## src/rtl/acp_rd_arbiter.sv

```systemverilog
// Round-robin arbiter sharing the ACP AXI read channel between two read engines.
// Optional burst/error statistics are enabled with ACP_RD_ARB_STATS_EN.
module acp_rd_arbiter #(
  parameter logic [3:0] ARCACHE_VAL = 4'b1111,
  parameter logic [4:0] ARUSER_VAL  = 5'b00001,
  parameter logic [2:0] ARPROT_VAL  = 3'b000
) (
  input  logic        clk,
  input  logic        rst,

  input  logic        rq0_cmd_valid,
  output logic        rq0_cmd_ready,
  input  logic [31:0] rq0_cmd_addr,
  input  logic [7:0]  rq0_cmd_len,

  input  logic        rq1_cmd_valid,
  output logic        rq1_cmd_ready,
  input  logic [31:0] rq1_cmd_addr,
  input  logic [7:0]  rq1_cmd_len,

  output logic [63:0] rd_data,
  output logic        rd_last,
  output logic [1:0]  rd_resp,
  output logic        rq0_rd_valid,
  output logic        rq1_rd_valid,
  input  logic        rq0_rd_ready,
  input  logic        rq1_rd_ready,

`ifdef ACP_RD_ARB_STATS_EN
  output logic [15:0] rq0_burst_cnt,
  output logic [15:0] rq1_burst_cnt,
  output logic        rd_err_sticky,
`endif

  output logic [31:0] M_AXI_ARADDR,
  output logic [7:0]  M_AXI_ARLEN,
  output logic [2:0]  M_AXI_ARSIZE,
  output logic [1:0]  M_AXI_ARBURST,
  output logic [3:0]  M_AXI_ARCACHE,
  output logic [4:0]  M_AXI_ARUSER,
  output logic [2:0]  M_AXI_ARPROT,
  output logic        M_AXI_ARVALID,
  input  logic        M_AXI_ARREADY,
  input  logic [63:0] M_AXI_RDATA,
  input  logic [1:0]  M_AXI_RRESP,
  input  logic        M_AXI_RLAST,
  input  logic        M_AXI_RVALID,
  output logic        M_AXI_RREADY
);

  typedef enum logic [1:0] {
    IDLE = 2'd0,
    ADDR = 2'd1,
    DATA = 2'd2
  } state_e;

  state_e      state_q, state_d;
  logic [31:0] araddr_q, araddr_d;
  logic [7:0]  arlen_q, arlen_d;
  logic        grant_q, grant_d;
  logic        last_grant_q, last_grant_d;

  logic        win0, win1;
  logic        beat_hs;
  logic        last_hs;

  assign M_AXI_ARSIZE  = 3'b011;
  assign M_AXI_ARBURST = 2'b01;
  assign M_AXI_ARCACHE = ARCACHE_VAL;
  assign M_AXI_ARUSER  = ARUSER_VAL;
  assign M_AXI_ARPROT  = ARPROT_VAL;
  assign M_AXI_ARADDR  = araddr_q;
  assign M_AXI_ARLEN   = arlen_q;

  // On contention the requester that did not win last time gets the grant.
  assign win0 = rq0_cmd_valid && (!rq1_cmd_valid || last_grant_q);
  assign win1 = rq1_cmd_valid && (!rq0_cmd_valid || !last_grant_q);

  always_comb begin
    state_d       = state_q;
    araddr_d      = araddr_q;
    arlen_d       = arlen_q;
    grant_d       = grant_q;
    last_grant_d  = last_grant_q;
    rq0_cmd_ready = 1'b0;
    rq1_cmd_ready = 1'b0;
    M_AXI_ARVALID = 1'b0;
    M_AXI_RREADY  = 1'b0;
    rq0_rd_valid  = 1'b0;
    rq1_rd_valid  = 1'b0;
    rd_data       = 64'd0;
    rd_last       = 1'b0;
    rd_resp       = 2'b00;
    beat_hs       = 1'b0;
    last_hs       = 1'b0;

    unique case (state_q)
      IDLE: begin
        // Hold off acceptance while reset is asserted.
        rq0_cmd_ready = win0 && !rst;
        rq1_cmd_ready = win1 && !rst;
        if (win0) begin
          araddr_d = rq0_cmd_addr;
          arlen_d  = rq0_cmd_len;
          grant_d  = 1'b0;
          state_d  = ADDR;
        end else if (win1) begin
          araddr_d = rq1_cmd_addr;
          arlen_d  = rq1_cmd_len;
          grant_d  = 1'b1;
          state_d  = ADDR;
        end
      end

      ADDR: begin
        M_AXI_ARVALID = 1'b1;
        if (M_AXI_ARREADY) begin
          state_d = DATA;
        end
      end

      DATA: begin
        M_AXI_RREADY = grant_q ? rq1_rd_ready : rq0_rd_ready;
        rq0_rd_valid = M_AXI_RVALID && !grant_q;
        rq1_rd_valid = M_AXI_RVALID && grant_q;
        rd_data      = M_AXI_RDATA;
        rd_last      = M_AXI_RLAST;
        rd_resp      = M_AXI_RRESP;
        beat_hs      = M_AXI_RVALID && M_AXI_RREADY;
        last_hs      = beat_hs && M_AXI_RLAST;
        if (last_hs) begin
          last_grant_d = grant_q;
          state_d      = IDLE;
        end
      end

      default: begin
        state_d = IDLE;
      end
    endcase
  end

  always_ff @(posedge clk or posedge rst) begin
    if (rst) begin
      state_q      <= IDLE;
      araddr_q     <= 32'd0;
      arlen_q      <= 8'd0;
      grant_q      <= 1'b0;
      last_grant_q <= 1'b1;
    end else begin
      state_q      <= state_d;
      araddr_q     <= araddr_d;
      arlen_q      <= arlen_d;
      grant_q      <= grant_d;
      last_grant_q <= last_grant_d;
    end
  end

`ifdef ACP_RD_ARB_STATS_EN
  logic [15:0] cnt0_q, cnt0_d;
  logic [15:0] cnt1_q, cnt1_d;
  logic        err_q, err_d;

  // Burst counters saturate rather than wrap.
  always_comb begin
    cnt0_d = cnt0_q;
    cnt1_d = cnt1_q;
    err_d  = err_q;
    if (last_hs && !grant_q && cnt0_q != 16'hFFFF) begin
      cnt0_d = cnt0_q + 16'd1;
    end
    if (last_hs && grant_q && cnt1_q != 16'hFFFF) begin
      cnt1_d = cnt1_q + 16'd1;
    end
    if (beat_hs && M_AXI_RRESP != 2'b00) begin
      err_d = 1'b1;
    end
  end

  always_ff @(posedge clk or posedge rst) begin
    if (rst) begin
      cnt0_q <= 16'd0;
      cnt1_q <= 16'd0;
      err_q  <= 1'b0;
    end else begin
      cnt0_q <= cnt0_d;
      cnt1_q <= cnt1_d;
      err_q  <= err_d;
    end
  end

  assign rq0_burst_cnt = cnt0_q;
  assign rq1_burst_cnt = cnt1_q;
  assign rd_err_sticky = err_q;
`endif

endmodule

```

## config.mk

```make
export PLATFORM = sky130hd
export DESIGN_NAME = acp_rd_arbiter
export DESIGN_NICKNAME = d
export VERILOG_FILES = /design/src/rtl/acp_rd_arbiter.sv
export SDC_FILE = /design/constraint.sdc
export NUM_CORES = 1
export LEC_CHECK = 0
export ABC_AREA = 1
export CAP_MARGIN = 20
export CORE_AREA = 2 2 110 112
export CTS_BUF_LIST = sky130_fd_sc_hd__clkbuf_8
export DETAILED_ROUTE_END_ITERATION = 8
export DIE_AREA = 0 0 112 114
export GPL_TIMING_DRIVEN = 0
export PLACE_DENSITY = 0.75
export SLEW_MARGIN = 5
export SYNTH_ARGS = -nofsm -noshare
export SYNTH_HDL_FRONTEND = slang
export SYNTH_SLANG_ARGS = --single-unit
export TNS_END_PERCENT = 30
```

## constraint.sdc

```tcl
create_clock -name clk -period 1.4 [get_ports clk]
set_input_delay 0.14 -clock clk [delete_from_list [all_inputs] [get_ports clk]]
set_output_delay 0.14 -clock clk [all_outputs]
set_load 0.01 [all_outputs]
```

### After elaboration in Yosys (flattened, before gate mapping)

Cells that the tools add are included.

| word-level totals | value |
|---|---|
| flip-flop bits (word level) | 44 |
| input port bits | 155 |
| output and inout port bits | 130 |

| cells by class | value |
|---|---|
| equal/unequal tests | 5 |
| muxes and demuxes | 21 |
| reductions and logical operators | 20 |

Operators by type and width:

| operator | count |
|---|---|
| two-way mux 32 bit | 2 |
| two-way mux 64 bit | 1 |
| two-way mux 8 bit | 2 |
| two-way mux 1 bit | 10 |
| two-way mux 2 bit | 5 |
| logical AND 1 bit | 8 |
| one-hot mux 2 bit (3 select lines) | 1 |
| zero test 1 bit | 5 |
| inequality test 2 bit, second input constant | 2 |
| AND reduction 2 bit | 2 |
| inequality test 3 bit, second input constant | 1 |
| AND reduction 3 bit | 1 |
| equality test 2 x 1 -> 1 bit, second input constant | 1 |
| equality test 2 bit, second input constant | 1 |
| zero test 2 bit | 1 |
| logical OR 1 bit | 2 |
| nonzero test 2 bit | 1 |

### Logic depth before layout (Yosys ltp)

Gate-level depths: netlist of run 1.

| depth | value |
|---|---|
| depth after elaboration | 6 |
| depth in mapped cells | 8 |

### Worst setup path before layout of run 1

OpenSTA, ideal clock, no wires.

| path | value |
|---|---|
| path kind | input to output |
| from | in rst |
| to | out rq1_cmd_ready |
| arrival time | 1430 ps |
| setup slack | -170 ps |
| cell stages on the path | 3 |
| buffers on the path | 0 |
| cells stage by stage | inv_1 nand3_1 nor2_1 |

| between the ends | value |
|---|---|
| longest elaborated chain between the ends | 3 |

Ends and longest elaborated chain:

| what | line | RTL |
|---|---|---|
| start, declared | 9 | `input logic rst,` |
| zero test 1 bit (no line) | -- |  |
| logical AND 1 bit | 101 | `rq1_cmd_ready = win1 && !rst;` |
| two-way mux 1 bit | 97 | `unique case (state_q)` |
| end, declared | 17 | `output logic rq1_cmd_ready,` |

Every way passes these cells.

### Worst setup path after layout of run 1

| path | value |
|---|---|
| from | reg state_q[1] |
| to | out rd_data[21] |

| between the ends | value |
|---|---|
| longest elaborated chain between the ends | 2 |

Ends and longest elaborated chain:

| what | line | RTL |
|---|---|---|
| start, declared | 57 | `state_e state_q, state_d;` |
| start signal, assigned | 151 | `state_q <= state_d;` |
| equality test 2 bit | 97 |  |
| two-way mux 64 bit | 97 |  |
| end, declared | 21 | `output logic [63:0] rd_data,` |

Every way passes these cells.

==> results of run 1 <==
per-layer routing:
metal / GRT usage [%] / share of wire [%] / vias to the layer above
met3: 5.21 / 7.8 / 16
met4: 3.90 / 1.6 / 0
met5: 0 / 0 / -
met2: 39.3 / 55 / 176
li1: - / - / 2109
met1: 21.7 / 35 / 1853
Yosys cell counts, types with 2 or more instances:
cell / count
a21oi_1: 3
buf_2: 18
buf_4: 18
buf_6: 4
clkbuf_1: 9
conb_1: 2
dfrtp_1: 43
inv_1: 76
inv_2: 2
nand2_1: 171
nand3_1: 82
nor2_1: 71
nor3_1: 3
sequential cells by signal (all words and copies together), names as in the netlist:
signal and flops:
M_AXI_ARLEN 8, last_grant_q 1, M_AXI_ARADDR 32, grant_q 1, state_q 2
critical path, delay by kind of cell, from the launching register on:
kind,cells,cell delay [ns]
flops,1,0.52
buf+inv,3,0.42
simple gates,2,0.19
how the worst max path moves through the flow:
stage                               end  depth (start not counted)
after floorplan           rq0_cmd_ready                          5
after global placement    rq1_cmd_ready                          5
after detailed placement  rq1_cmd_ready                          5
after CTS                 rq1_cmd_ready                          5
after global routing        rd_data[21]                          5
final                       rd_data[21]                          5
cells by family after synthesis:
logic type | count (synthesis) | synth area share (%)
compound gates | 5 | 0.887
buf+inv | 127 | 19.2
flops | 44 | 35.5
other cells | 2 | 0.242
simple gates | 331 | 44.1
power breakdown:
part	internal [W]	total, W	switching (W)
clock	0.000893	0.00138	0.000486
sequential	0.00188	0.00228	0.000394
combinational	0.00329	0.00649	0.00320
total	0.00606	0.0101	0.00408
cell type report:
cell class | count | area share [%]
multi-input combinational | 355 | 27.0
buffer | 49 | 5.99
clock inverter | 3 | 1.34
timing repair inverter | 2 | 0.149
inverter | 78 | 4.52
clock buffer | 5 | 1.02
timing repair buffer | 285 | 40.8
sequential | 44 | 16.4
tap | 147 | 2.74
metrics by stage:
step                hold slack, ns  area (sq um)  power (W)
floorplan                    0.148          3160    0.00474
global placement             0.461          6010    0.00768
detailed placement           0.464          6010    0.00776
CTS                          0.243          6130    0.00919
global route                 0.266          6720     0.0108
finish                       0.245          6720     0.0101
repair_timing:
action                                  in CTS  in global routing
gates resized for setup                    310                160
pin swaps                                    1                  3
endpoints found under the setup margin      88                117
buffers inserted                             8                  5
cloned                                       3                  6
==> impl_metrics.json, run 1 <==
{
  "run_status": "finished, violations left",
  "violations": "negative setup slack",
  "hold_viol": 0,
  "tightestPinTransition_ns": 0.647,
  "cp-startpoint": "state_q[1]",
  "cts_buffers": 5,
  "antenna_found_initial": 0,
  "grt_pass1_wl_um": 20300,
  "setup_viol": 109,
  "hold_start": "rq0_cmd_valid",
  "rr_endpoint": "M_AXI_ARADDR[19]",
  "cts.htree.levels": 2,
  "hold_path.class": "in2reg",
  "layout_common_cells": "187 x clkdlybuf4s50_1, 168 x nand2_1, 82 x nand3_1",
  "hold_depth": 5,
  "slew_headroom_pct": 56.7,
  "cp_data_arrival_time_ns": 1.44,
  "cts_hold_buf": 0,
  "cp_max_fo": 6,
  "syn_area_sq_um": 3100,
  "dp_hpwl_um": 10200,
  "ys_types": 20,
  "final_util_pct": 57.4,
  "synthToLayoutAreaGrowth_pct": 117,
  "clk_latency_ns": 0.31,
  "finalNonFillerCells": 968,
  "initial_utilization_pct": 26.5,
  "cts_buffer_depth": 2,
  "fin_crit_sh_pct": 113,
  "io_pins": 285,
  "synthCells": 509,
  "grt_usage_pct": 20.0,
  "finalMaxSlewViolations": 0,
  "first_global_vias": 3893,
  "diodes": 0,
  "synth-seq-cells": 44,
  "seqCellArea_sq_um": 1100,
  "ys_async_sr_fraction_pct": 100,
  "synth_top_cell_by_area": "dfrtp_1",
  "fmax_mhz": 635,
  "crit_path_top_delay_cell": "dfrtp_2",
  "dieArea_sq_um": 12800,
  "peakVddDrop_uv": 781,
  "row_count": 40,
  "drc": 0,
  "startpoint_type": "flip-flop",
  "drive_gt1_share_pct": 27.4,
  "layout_commonest_cell": "clkdlybuf4s50_1",
  "cts_sinks": 44,
  "multi_input_area_sq_um": 1820,
  "p_per_area_nw_per_um2": 1510,
  "die_y_um": 114,
  "rsz0062_at_grt": "true",
  "gp_congestion": 0.825,
  "r2r_cells": 7,
  "num_vias": 4154,
  "ff2ff_setup_slack_ns": -0.04,
  "syn_area_per_cell_sq_um": 6.09,
  "drt_first_pass_iters": 4,
  "drt_iter0_markers": 225,
  "root_buffer": "clkbuf_8",
  "min_period_ns": 1.58,
  "viasPerCell": 4.29,
  "slowest_delay_ns": 0.52,
  "drv_cap": 0,
  "synth_area_leaders": "dfrtp_1 35%, nand2_1 21%, nand3_1 13%, inv_1 9.2%, nor2_1 8.6%",
  "critPathCaptureType": "primary output",
  "preCtsSetupSlack_ns": -1.28,
  "ant_nets": 0,
  "cts_tree": "done",
  "timing.final.ws_setup_ns": -0.175,
  "critPathKind": "reg2out",
  "synth_ff_type": "dfrtp_1",
  "wl_per_cell_um": 14.4,
  "grt_max_degree": 23,
  "ys_seq_area_share_pct": 35.5,
  "die_w_um": 112,
  "n_fill_cell": 1121,
  "clock_skew_ns": 0.0113,
  "synth.yosys.warnings": 0,
  "core_sq_um": 11700,
  "path_clk_slew_ns": 0.09,
  "portBuffers": 266,
  "p_leak_nw": 3.61,
  "synth.top_cell.area_share_pct": 34.7,
  "timing.rr.start": "last_grant_q",
  "dp_cells": 937,
  "drt-total-wl_um": 13900,
  "grt.overflow.total": 0,
  "synth-edff-count": 0,
  "min_to": "M_AXI_ARADDR[14]",
  "cp_data_required_time_ns": 1.26,
  "path_cells": "nand2_4 -> buf_8 -> buf_12 -> nor2_1 -> buf_2",
  "nets": 975,
  "tns_ns": -6.58
}
Power figures use the tool's default switching activity.
==> run 2, diff against run 1 <==
--- a/config.mk
+++ b/config.mk
@@ -12,7 +12,7 @@
 export DETAILED_ROUTE_END_ITERATION = 8
 export DIE_AREA = 0 0 112 114
 export GPL_TIMING_DRIVEN = 0
-export PLACE_DENSITY = 0.75
+export PLACE_DENSITY_LB_ADDON = 0.2
 export SLEW_MARGIN = 5
 export SYNTH_ARGS = -nofsm -noshare
 export SYNTH_HDL_FRONTEND = slang
==> run 2 against run 1 <==
  * The run still ends with negative setup slack left
  * Clock power is 29% lower
  * Global-route usage hardly changed
  * Critical path depth is 1 higher
  * Register-to-register slack worse by 0.02 ns
  * Utilization is 2.9 points lower
  * Clock-buffer cell count stayed put
  * Largest power group unchanged
==> impl_metrics.json, run 2 (same netlist as run 1, synthesis figures left out) <==
{
  "finalMaxSlewViolations": 0,
  "largest_reg_flops": 32,
  "min_period_ns": 1.57,
  "p_per_area_nw_per_um2": 1440,
  "cts_hold_buf": 0,
  "power.total_w": 0.00922,
  "io_pins": 285,
  "dieArea_sq_um": 12800,
  "drt-total-wl_um": 13700,
  "p_leak_nw": 3.56,
  "final_area_sq_um": 6380,
  "root_buffer": "clkbuf_8",
  "clock_skew_ns": 0.00510,
  "critPathKind": "reg2out",
  "grt_pass1_wl_um": 20300,
  "drc": 0,
  "cts_tree": "done",
  "cp_data_required_time_ns": 1.26,
  "cts_buffers": 5,
  "startpoint_type": "flip-flop",
  "die_w_um": 112,
  "cts_sinks": 44,
  "fin_crit_sh_pct": 112,
  "portBuffers": 266,
  "initial_utilization_pct": 26.5,
  "critPathCaptureType": "primary output",
  "grt_max_degree": 23,
  "drive_gt1_share_pct": 24.9,
  "first_global_vias": 4168,
  "num_vias": 4219,
  "r2r_cells": 9,
  "fmax_mhz": 637,
  "path_clk_slew_ns": 0.09,
  "cts_buffer_depth": 2,
  "rsz0062_at_grt": "true",
  "cts.htree.levels": 2,
  "peakVddDrop_uv": 627,
  "drv_cap": 0,
  "tightestPinTransition_ns": 0.610,
  "gp_congestion": 0.909,
  "placed_area_sq_um": 6010,
  "dp_hpwl_um": 10500,
  "drt_iter0_markers": 167,
  "layout_commonest_cell": "clkdlybuf4s50_1",
  "diodes": 0,
  "hold_path.class": "in2reg",
  "die_y_um": 114,
  "run_status": "finished, violations left",
  "timing.final.ws_setup_ns": -0.170,
  "cp_data_arrival_time_ns": 1.43,
  "grt_usage_pct": 20.0,
  "row_count": 40,
  "nets": 969,
  "tns_ns": -5.20,
  "wl_per_cell_um": 14.2,
  "antenna_found_initial": 0,
  "layout_common_cells": "183 x clkdlybuf4s50_1, 168 x nand2_1, 82 x nand3_1",
  "synthToLayoutAreaGrowth_pct": 106,
  "ant_nets": 0,
  "hold_viol": 0,
  "drt_first_pass_iters": 4,
  "clk_latency_ns": 0.30,
  "cp_max_fo": 3,
  "grt.overflow.total": 0,
  "hold_depth": 5,
  "slew_headroom_pct": 59.1,
  "core_sq_um": 11700,
  "violations": "negative setup slack",
  "final_util_pct": 54.5,
  "preCtsSetupSlack_ns": -1.22,
  "setup_viol": 113,
  "viasPerCell": 4.39
}
==> run 2: cell count changes in the layout (fill, tap and decap cells not counted), moves of 4 or more <==
cell	before	now
buf_4	31	41
buf_6	33	22
clkdlybuf4s50_1	187	183
dlymetal6s2s_1	6	10
nor2_1	11	25
nor2_4	24	12
==> run 2: repair_timing <==
item | CTS | global route
setup endpoints to repair | 81 | 125
pin swaps | 2 | 1
gates resized for setup | 278 | 163
gates cloned | 2 | 3
buffers inserted | 8 | 4
==> run 2: final timing paths <==
kind,from,endpoint,slack (ns)
setup / recovery,last_grant_q,rq0_cmd_ready,-0.17
hold / removal,rq0_cmd_valid,M_AXI_ARADDR[14],0.26
setup reg to reg,last_grant_q,M_AXI_ARADDR[10],-0.06
hold reg to reg,M_AXI_ARLEN[3],M_AXI_ARLEN[3],0.48
max in group asynchronous,rst,M_AXI_ARADDR[12],0.60
min in group asynchronous,rst,state_q[0],0.41
==> run 2: layer usage <==
layer | part of all wire (%) | wire, um | GRT usage (%) | vias up
met2 | 56 | 7590 | 39.9 | 191
met4 | 2.0 | 274 | 6.67 | 0
met5 | 0 | 0 | 0 | -
li1 | - | - | - | 2093
met3 | 8.6 | 1170 | 6.11 | 19
met1 | 34 | 4630 | 19.4 | 1916
==> run 2: worst max-delay path: stages (launching register included) <==
cell and delay, ns:
dfstp_2 0.59, inv_2 0.06, nand2_4 0.06, buf_6 0.10, nand2_4 0.04, nor3_2 0.11, buf_2 0.16
==> run 2: power breakdown <==
group | internal [W] | switching [W] | total, W
logic | 0.00298 | 0.00300 | 0.00598
clock network | 0.000523 | 0.000451 | 0.000974
registers | 0.00188 | 0.000379 | 0.00226
==> run 2: layout make-up <==
class / count / area, sq um
Tap cell: 147 / 184
Timing Repair Buffer: 280 / 2570
Fill cell: 1154 / 5330
Buffer: 49 / 407
Multi-Input combinational cell: 354 / 1690
Clock inverter: 3 / 38.8
Clock buffer: 5 / 68.8
Timing Repair inverter: 2 / 12.5
Inverter: 78 / 302
Sequential cell: 44 / 1100
==> run 2: per-stage QoR <==
stage          hold WS (ns)  cells
2_1_floorplan         0.148    524
3_3_place_gp          0.462    937
3_5_place_dp          0.464    937
4_1_cts               0.260    955
5_1_grt               0.319    962
6_report              0.264    962
